$ cat config.mk
export PLATFORM = sky130hd
export DESIGN_NAME = voice_allocator_flat
export DESIGN_NICKNAME = d
export VERILOG_FILES = /design/src/rtl/voice_allocator_if.sv /design/src/rtl/voice_allocator.sv /design/src/flat_wrapper.sv
export SDC_FILE = /design/constraint.sdc
export NUM_CORES = 1
export LEC_CHECK = 0
export CAP_MARGIN = 25
export CELL_PAD_IN_SITES_DETAIL_PLACEMENT = 2
export CELL_PAD_IN_SITES_GLOBAL_PLACEMENT = 2
export CORE_MARGIN = 2
export CORE_UTILIZATION = 28
export CTS_CLUSTER_DIAMETER = 40
export DETAILED_ROUTE_END_ITERATION = 8
export HOLD_SLACK_MARGIN = 0.05
export PLACE_DENSITY_LB_ADDON = 0.15
export REMOVE_ABC_BUFFERS = 1
export SLEW_MARGIN = 5
export SYNTH_ARGS = -nofsm -noshare
export SYNTH_HDL_FRONTEND = slang
export SYNTH_SLANG_ARGS = --single-unit
$ cat constraint.sdc
create_clock -name clk -period 2.99 [get_ports clk]
set_input_delay 0.4485 -clock clk [delete_from_list [all_inputs] [get_ports clk]]
set_output_delay 0.4485 -clock clk [all_outputs]
set_load 0.01 [all_outputs]
$ cat src/rtl/voice_allocator_if.sv
// ---------------------------------------------------------------------------
// voice_allocator_if
//   Request channel from the song reader into the voice allocator.
//   A request is taken on any cycle where req_valid && req_ready.
//
//   Signals
//     req_valid     requester -> allocator   note request valid
//     req_note      requester -> allocator   requested note code
//     req_duration  requester -> allocator   requested duration
//     req_ready     allocator -> requester   allocator can take a request
//
//   Modports
//     master  song reader side (drives the request)
//     slave   voice allocator side (drives req_ready)
// ---------------------------------------------------------------------------
interface voice_allocator_if #(
    parameter int NOTE_W = 6,
    parameter int DUR_W  = 6
);
    logic              req_valid;
    logic [NOTE_W-1:0] req_note;
    logic [DUR_W-1:0]  req_duration;
    logic              req_ready;

    modport master (
        output req_valid,
        output req_note,
        output req_duration,
        input  req_ready
    );

    modport slave (
        input  req_valid,
        input  req_note,
        input  req_duration,
        output req_ready
    );
endinterface

$ cat src/rtl/voice_allocator.sv
// ---------------------------------------------------------------------------
// voice_allocator
//   Arbitrates note requests from the song reader across a pool of note-player
//   voices. A free voice is chosen round-robin and receives a one-hot, 1-cycle
//   load strobe together with the registered note/duration. Voices loaded
//   since the last frame advance are tracked so a chord never reuses a voice.
//
//   Optional feature macro: VOICE_STEAL_EN
//     When defined, each voice keeps a saturating age counter and a request
//     that finds no idle voice steals the oldest voice that is neither used
//     in this frame nor guarded. When undefined, such a request is dropped.
//
//   Ports
//     clk             system clock
//     reset           asynchronous, active-low reset
//     play            1 = accept requests, 0 = hold off new requests
//     req             request channel (voice_allocator_if.slave)
//     advance         frame-boundary pulse; clears the used mask
//     voice_done      per-voice idle flag from the players
//     voice_load      one-hot, 1-cycle load strobe
//     voice_note      note for the loaded voice (valid with voice_load)
//     voice_duration  duration for the loaded voice (valid with voice_load)
//     used_mask       voices loaded since the last advance
//     dropped         1-cycle pulse: an accepted request got no voice
//     stolen          1-cycle pulse: a busy voice was overwritten
// ---------------------------------------------------------------------------
module voice_allocator #(
    parameter int NUM_VOICES = 3,
    parameter int NOTE_W     = 6,
    parameter int DUR_W      = 6,
    parameter int AGE_W      = 8
) (
    input  logic                  clk,
    input  logic                  reset,
    input  logic                  play,
    voice_allocator_if.slave      req,
    input  logic                  advance,
    input  logic [NUM_VOICES-1:0] voice_done,
    output logic [NUM_VOICES-1:0] voice_load,
    output logic [NOTE_W-1:0]     voice_note,
    output logic [DUR_W-1:0]      voice_duration,
    output logic [NUM_VOICES-1:0] used_mask,
    output logic                  dropped,
    output logic                  stolen
);
    localparam int PTR_W = $clog2(NUM_VOICES);

    typedef enum logic {IDLE, ISSUE} state_t;

    state_t                  state_reg, state_next;
    logic [PTR_W-1:0]        rr_ptr_reg;
    logic [NUM_VOICES-1:0]   guard_reg;     // last cycle's load: player done flag lags
    logic [NUM_VOICES-1:0]   used_eff;
    logic [NUM_VOICES-1:0]   free;
    logic                    accept;
    logic                    rr_found;
    logic [PTR_W-1:0]        rr_idx;
    logic                    grant_any;
    logic                    grant_steal;
    logic [PTR_W-1:0]        grant_idx;
    logic [NUM_VOICES-1:0]   grant_vec;

    // Ready is forced low while reset is held so every output reads 0.
    assign req.req_ready = reset && play && (state_reg == IDLE);
    assign accept        = req.req_valid && req.req_ready;
    assign used_eff      = advance ? '0 : used_mask;
    assign free          = voice_done & ~guard_reg & ~used_eff;

    // Round-robin scan starting at rr_ptr; first free voice wins.
    always_comb begin
        int idx;
        rr_found = 1'b0;
        rr_idx   = '0;
        idx      = 0;
        for (int i = 0; i < NUM_VOICES; i++) begin
            idx = int'(rr_ptr_reg) + i;
            if (idx >= NUM_VOICES) idx = idx - NUM_VOICES;
            if (!rr_found && free[idx]) begin
                rr_found = 1'b1;
                rr_idx   = PTR_W'(idx);
            end
        end
    end

`ifdef VOICE_STEAL_EN
    localparam logic [AGE_W-1:0] AGE_MAX = '1;

    logic [AGE_W-1:0]      age_reg [NUM_VOICES];
    logic [NUM_VOICES-1:0] eligible;
    logic                  steal_found;
    logic [PTR_W-1:0]      steal_idx;
    logic [AGE_W-1:0]      best_age;

    genvar gi;
    generate
        for (gi = 0; gi < NUM_VOICES; gi++) begin : g_age
            always_ff @(posedge clk or negedge reset) begin
                if (!reset)
                    age_reg[gi] <= '0;
                else if (voice_load[gi])
                    age_reg[gi] <= '0;
                else if (age_reg[gi] != AGE_MAX)
                    age_reg[gi] <= age_reg[gi] + 1'b1;
            end
        end
    endgenerate

    assign eligible = ~used_eff & ~guard_reg;

    // Oldest eligible voice; strict compare in ascending order keeps ties at
    // the lowest index.
    always_comb begin
        steal_found = 1'b0;
        steal_idx   = '0;
        best_age    = '0;
        for (int i = 0; i < NUM_VOICES; i++) begin
            if (eligible[i] && (!steal_found || age_reg[i] > best_age)) begin
                steal_found = 1'b1;
                steal_idx   = PTR_W'(i);
                best_age    = age_reg[i];
            end
        end
    end

    assign grant_any   = rr_found || steal_found;
    assign grant_steal = !rr_found && steal_found;
    assign grant_idx   = rr_found ? rr_idx : steal_idx;

    always_ff @(posedge clk or negedge reset) begin
        if (!reset)
            stolen <= 1'b0;
        else
            stolen <= accept && grant_steal;
    end
`else
    // Age width only matters to the stealing variant.
    localparam int unused_age_w = AGE_W;

    assign grant_any   = rr_found;
    assign grant_steal = 1'b0;
    assign grant_idx   = rr_idx;
    assign stolen      = 1'b0;
`endif

    assign grant_vec = grant_any ? (NUM_VOICES'(1) << grant_idx) : '0;

    // FSM: one ISSUE cycle after every accept limits throughput to 1 per 2.
    always_comb begin
        state_next = state_reg;
        case (state_reg)
            IDLE:    if (accept) state_next = ISSUE;
            ISSUE:   state_next = IDLE;
            default: state_next = IDLE;
        endcase
    end

    always_ff @(posedge clk or negedge reset) begin
        if (!reset) begin
            state_reg      <= IDLE;
            rr_ptr_reg     <= '0;
            guard_reg      <= '0;
            used_mask      <= '0;
            voice_load     <= '0;
            voice_note     <= '0;
            voice_duration <= '0;
            dropped        <= 1'b0;
        end else begin
            state_reg  <= state_next;
            guard_reg  <= voice_load;
            used_mask  <= used_eff | voice_load;
            voice_load <= accept ? grant_vec : '0;
            dropped    <= accept && !grant_any;
            if (accept && grant_any) begin
                rr_ptr_reg     <= (grant_idx == PTR_W'(NUM_VOICES - 1)) ? '0
                                                                       : grant_idx + 1'b1;
                voice_note     <= req.req_note;
                voice_duration <= req.req_duration;
            end
        end
    end
endmodule

$ cat src/flat_wrapper.sv
// flat-port wrapper written by rule: the top's interface ports become plain ports
module voice_allocator_flat 
#(
    parameter int NUM_VOICES = 3,
    parameter int NOTE_W     = 6,
    parameter int DUR_W      = 6,
    parameter int AGE_W      = 8
)
  (clk, reset, play, advance, voice_done, voice_load, voice_note, voice_duration, used_mask, dropped, stolen, req_req_valid, req_req_note, req_req_duration, req_req_ready);
  voice_allocator_if #(.NOTE_W(NOTE_W), .DUR_W(DUR_W)) req_i ();
  input  logic clk;
  input  logic reset;
  input  logic play;
  input  logic advance;
  input  logic [NUM_VOICES-1:0] voice_done;
  output logic [NUM_VOICES-1:0] voice_load;
  output logic [NOTE_W-1:0] voice_note;
  output logic [DUR_W-1:0] voice_duration;
  output logic [NUM_VOICES-1:0] used_mask;
  output logic dropped;
  output logic stolen;
  input wire logic [$bits(req_i.req_valid)-1:0] req_req_valid;
  input wire logic [$bits(req_i.req_note)-1:0] req_req_note;
  input wire logic [$bits(req_i.req_duration)-1:0] req_req_duration;
  output wire logic [$bits(req_i.req_ready)-1:0] req_req_ready;
  assign req_i.req_valid = req_req_valid;
  assign req_i.req_note = req_req_note;
  assign req_i.req_duration = req_req_duration;
  assign req_req_ready = req_i.req_ready;
  voice_allocator #(.NUM_VOICES(NUM_VOICES), .NOTE_W(NOTE_W), .DUR_W(DUR_W), .AGE_W(AGE_W)) u_core (.clk(clk), .reset(reset), .play(play), .req(req_i), .advance(advance), .voice_done(voice_done), .voice_load(voice_load), .voice_note(voice_note), .voice_duration(voice_duration), .used_mask(used_mask), .dropped(dropped), .stolen(stolen));
endmodule
* Yosys cells after proc, flatten, opt, wreduce, memory -nomap -nowiden
Index checks and enable logic that the tools add are counted.
** Cells by class
- Add/sub/neg operators :: 6
- $lt $le $gt $ge :: 6
- Equality and inequality tests :: 1
- Shift operators :: 1
- Muxes and demuxes :: 24
- Bitwise operators :: 6
- Reductions and logical operators :: 10
** Operators with widths (count)
- less-than comparator 32 x 4 -> 1 bit (second input constant) :: 3
- two-way mux 32 bit :: 3
- >= comparator 32 x 3 -> 1 bit (second input constant) :: 2
- subtractor 32 x 3 -> 32 bit (second input constant) :: 2
- two-way mux 1 bit :: 10
- two-way mux 3 bit :: 3
- two-way mux 2 bit :: 4
- logical AND 1 bit :: 7
- bitwise AND 3 bit :: 2
- binary-select mux 1 bit (select 2 bit) :: 3
- NOT 3 bit :: 2
- adder 2 x 1 -> 3 bit (second input constant) :: 1
- adder 2 x 2 -> 3 bit (second input constant) :: 1
- logical NOT 1 bit :: 3
- OR 3 bit :: 1
- << shifter 1 x 2 -> 3 bit (first input constant) :: 1
- subtractor 2 x 2 -> 3 bit (second input constant) :: 1
- adder 2 x 1 -> 2 bit (second input constant) :: 1
- equality test 2 bit (second input constant) :: 1
- >= comparator 2 bit (second input constant) :: 1
- one-hot mux 1 bit (2 select lines) :: 1
- NOT 1 bit :: 1
** Storage, ports and cells
- Bits in registers :: 25
- Input bits :: 20
- Output and inout bits :: 21
- Word-level logic and storage cells :: 62

* Logic depth before layout (Yosys ltp)
- Depth after elaboration :: 16
- Depth in mapped cells :: 8
- Mapped depth without buffers :: 8

* Worst setup path after synthesis
No wires, ideal clock.
- Kind :: reg-to-reg
- Start point :: register u_core.rr_ptr_reg[0]
- End point :: register u_core.voice_duration[0]
- Arrival time :: 1.988 ns
- Data required time :: 2.865 ns
- Slack :: 0.877 ns
- Cell stages (with the launch flop) :: 9
- Buffers on the path :: 2
- Clock period less this slack :: 2.113 ns
- Cell sequence :: dfrtp_1 inv_1 ha_1 clkbuf_1 o221ai_1 o31ai_4 a21boi_4 buf_6 mux2_4
** Between the ends
- Word-level cells in the longest chain between the ends :: 13
** RTL lines
- from (decl) :: line voice_allocator.sv:51 : logic [PTR_W-1:0] rr_ptr_reg;
- from (signal assigned) :: line voice_allocator.sv:174 : rr_ptr_reg <= (grant_idx == PTR_W'(NUM_VOICES - 1)) ? '0
- parallel branches: the longest is 11 deep, another holds subtractor 32 x 3 -> 32 bit
- two-way mux 1 bit (*) :: line voice_allocator.sv:78 : if (!rr_found && free[idx]) begin
- logical AND 1 bit (*) :: line voice_allocator.sv:173 : if (accept && grant_any) begin
- to (signal assigned) :: line voice_allocator.sv:177 : voice_duration <= req.req_duration;
- to (decl) :: line voice_allocator.sv:41 : output logic [DUR_W-1:0] voice_duration,
Every way passes the cells marked *. The select of a mux whose other input is x is not followed.
A chain may end at the register's enable or synchronous reset.

* Worst setup path after layout
- Start point :: input port advance
- End point :: register u_core.voice_note[3]
** Between the ends
- Word-level cells in the longest chain between the ends :: 14
** RTL lines
- from (decl) :: line flat_wrapper.sv:14 : input logic advance;
- two-way mux 3 bit (*) :: line voice_allocator.sv:66 : assign used_eff = advance ? '0 : used_mask;
- NOT 3 bit (*) :: line voice_allocator.sv:67 : assign free = voice_done & ~guard_reg & ~used_eff;
- bitwise AND 3 bit (*) :: line voice_allocator.sv:67
- binary-select mux 1 bit (select 2 bit) :: line voice_allocator.sv:78
- two-way mux 1 bit (not written as such) (2 in a row) :: line voice_allocator.sv:78
- two-way mux 1 bit :: line voice_allocator.sv:78
- logical NOT 1 bit :: line voice_allocator.sv:78
- logical AND 1 bit :: line voice_allocator.sv:78
- two-way mux 1 bit :: line voice_allocator.sv:78
- logical NOT 1 bit :: line voice_allocator.sv:78
- logical AND 1 bit :: line voice_allocator.sv:78
- two-way mux 1 bit (*) :: line voice_allocator.sv:78
- logical AND 1 bit (*) :: line voice_allocator.sv:173
- to (signal assigned) :: line voice_allocator.sv:176 : voice_note <= req.req_note;
- to (decl) :: line voice_allocator.sv:40 : output logic [NOTE_W-1:0] voice_note,
Mark *: on every way between the ends. The rest lies on a longest branch, timed or not. The select of a mux whose other input is x is not followed.

==> metrics.csv <==
stage,metric,value,unit
synthesis,register bit total from synthesis,25,
global_routing,met3 Use GR,0.02597,
sta,"Min Clock Period, post-route",2.525,ns
global_routing,most used routing layer,met2,
sta,final setup margin,0.4654,ns
critical_path,Startpoint Class,input pin,
synthesis,library cells used by synthesis,36,
placement,DP HPWL,2375,µm
global_routing,met2 global-route usage,0.2275,
sta,setup total negative slack,0,ns
final_layout,share of layout cells above drive strength 1,0.1704,
global_routing,largest net degree at the start of global routing,26,
clocking,CTS tree,yes,
drt,Vias/cell,4.925,
global_routing,total track usage,0.1348,
synthesis,cell with the most instances after synthesis,dfrtp_1,
power,maximum vdd drop,424.5,µV
drt,DRT iter0 DRCs,28,
critical_path,"slowest stage delay, CP",0.50,ns
worst_hold_path,hold path cells,0,
clocking,total CTS buffers,3,
critical_path,crit-path cells,"clkdlybuf4s50_1, nand2b_1, nand2_2, o221ai_1, o31ai_4, a21boi_4, buf_4, mux2_2",
drt,Antenna Violating Nets Remaining,0,
critical_path,"Buf+Inv Stages, Crit Path",2,
synthesis,Synth area leaders,"dfrtp_1 51%, mux2_4 9.8%, mux2_2 3.7%, ha_1 3.1%, o2bb2ai_4 2.2%",
critical_path,slowest cell on the critical path,clkdlybuf4s50_1,
clocking,post-cts gate resize count,0,
synthesis,"Top FF cell, synth",dfrtp_1,
sta,Final Hold Vio Count,0,
clocking,H-tree depth,1,
synthesis,YS warnings,0,
power,Power per Cell Area,865.6,mW/mm²
worst_hold_path,worst hold path type,reg -> reg,
final_layout,number of fill cells,449,
drt,Detailed Routing Iterations Pass 1,3,
die,die area,0.004915,mm²
synthesis,largest area contributor in the netlist,dfrtp_1,
critical_path,R2R cell count,8,
final_layout,P&R area growth vs syn,39.37,%
sta,Final setup viols,0,
sta,final worst-path cycle share,0.8443,
critical_path,CP Capture Type,register,
clocking,clk_lat worst skew,0.28,ns
global_routing,global route overflow,0,
drt,total wire length,3125,µm
die,Starting Density,0.2850,
clocking,clk root buf,clkbuf_8,
placement,gpl congestion,0.8041,
critical_path,CP Max Fanout,14,
synthesis,syn avg cell area,12.88,µm²
global_routing,met1 Use GR,0.1623,
drt,# DRC,0,
sta,unrepaired setup endpoints after global routing,no,
critical_path,WP data arrival,2.70,ns
critical_path,CP top delay family,buffers and inverters,
drt,routed length per instance,16.71,µm
run_status,status,finished clean,
job,max-cap violations,0,
final_layout,Multi-input gate area,544.3,µm²
clocking,post-CTS setup buffer count,0,
synthesis,Synth Cell Area,0.001224,mm²
die,# IOs,41,
placement,IO buf count,39,
synthesis,Synth top cells by count,"25 x dfrtp_1, 8 x mux2_4, 5 x nand2_1",
global_routing,first-pass GRT wire length,5147,µm
power,P_leak,0.0007331,µW
die,core area,0.004294,mm²
drt,via count,921,
clocking,CTS hold repair buffers,0,
synthesis,ys async rst share,1.000,
synthesis,share of the synthesized area in the top cell type,0.5112,
sta,worst-case clock skew,0.004076,ns
die,die height,70.11,µm
synthesis,sequential-to-total area share from yosys stat,0.5112,
final_layout,Diodes inserted,0,
final_layout,Largest regs,"u_core.voice_duration: 6 flops, u_core.voice_note: 6 flops",
die,die width,70.11,µm
die,num rows,24,
global_routing,initial antenna violation count,0,
synthesis,Post-synth EDFFs,0,
final_layout,Register Area,625.6,µm²
clocking,clock buffer depth,2,
final_layout,Nets,159,
critical_path,crit path kind,in -> reg,
clocking,CTS Sinks,25,
sta,final slew viol count,0,
critical_path,Levels on crit path,8,
global_routing,vias in the first global route,1037,
sta,Fmax,396.1,MHz
synthesis,cell count after synthesis,95,
critical_path,CP Data Required Time,3.17,ns
clocking,clk slew on worst S/H paths,0.10,ns
placement,Setup WS pre-CTS,0.1763,ns
==> kinds of logic after synthesis <==
family | count (synthesis) | synth area share
and+or+nand+nor | 26 | 0.1288
AOI/OAI and AO/OA | 19 | 0.1472
DFF | 25 | 0.5112
other | 1 | 0.003065
adders and majority gates | 3 | 0.03068
buffers and inverters | 9 | 0.04396
muxes | 12 | 0.1350
==> routing by layer <==
| metal | vias to the layer above | wire, µm |
|---|---|---|
| met3 | 8 | 136 |
| li1 | 418 | - |
| met5 | - | 0 |
| met2 | 29 | 1538 |
| met4 | 0 | 102 |
| met1 | 466 | 1348 |
==> metrics by stage <==
step | total power, µW | hold slack, ns | area (µm²) | utilization | cells
3_3_place_gp | 1243 | 0.3832 | 1655 | 0.3855 | 183
3_5_place_dp | 1265 | 0.3883 | 1655 | 0.3855 | 183
5_1_grt | 1569 | 0.4331 | 1705 | 0.3971 | 187
6_report | 1476 | 0.4033 | 1705 | 0.3971 | 187
4_1_cts | 1500 | 0.4113 | 1705 | 0.3971 | 187
2_1_floorplan | 935.8 | 0.1529 | 1185 | - | 90
==> power breakdown <==
group          total [µW]  internal [µW]  switching [µW]
clock                 222           98.1             124
sequential            506            446            60.1
combinational         749            391             357
total                1480            935             541
==> area by class of cell <==
| cell class | count | area share |
|---|---|---|
| Tap cell | 52 | 0.03815 |
| Inverter | 4 | 0.008804 |
| Clock inverter | 1 | 0.005136 |
| Multi-Input combinational cell | 61 | 0.3191 |
| Sequential cell | 25 | 0.3668 |
| Clock buffer | 3 | 0.02421 |
| Timing Repair Buffer | 41 | 0.2377 |
==> cells in the final DEF, fill, tap and decap left out, drive strengths merged <==
master	count
clkdlybuf4s50	39
dfrtp	25
mux2	12
nand2	6
inv	5
nand2b	5
nor3	4
nand3b	3
a21oi	3
ha	3
clkbuf	3
a21boi	3
nor2	2
o221ai	2
o32ai	2
o22ai	2
buf	2
and2b	1
and3b	1
o2bb2ai	1
o31ai	1
a31oi	1
and2	1
o211ai	1
or2b	1
o21ai	1
a22oi	1
a221oi	1
nor3b	1
and3	1
conb	1
==> worst register-to-register path: cells and delay by family (launching register included) <==
| family | cells | cell delay, ns |
|---|---|---|
| AO/OA/AOI/OAI | 1 | 0.16 |
| adder cells (fa/ha/maj) | 1 | 0.48 |
| buffers and inverters | 3 | 0.52 |
| flip-flops | 1 | 0.36 |
| multiplexers | 1 | 0.37 |
| AND/OR/NAND/NOR | 2 | 0.36 |
==> final timing paths <==
| kind | from | endpoint | slack, ns |
|---|---|---|---|
| setup / recovery | advance | u_core.voice_note[3] | 0.47 |
| hold / removal | u_core.voice_load[1] | u_core.guard_reg[1] | 0.40 |
| setup reg to reg | u_core.rr_ptr_reg[0] | u_core.voice_note[3] | 0.64 |
| hold reg to reg | u_core.voice_load[1] | u_core.guard_reg[1] | 0.40 |
| max in group asynchronous | reset | u_core.voice_load[2] | 2.05 |
| min in group asynchronous | reset | u_core.voice_duration[3] | 0.69 |
Power figures use the tool's default switching activity.
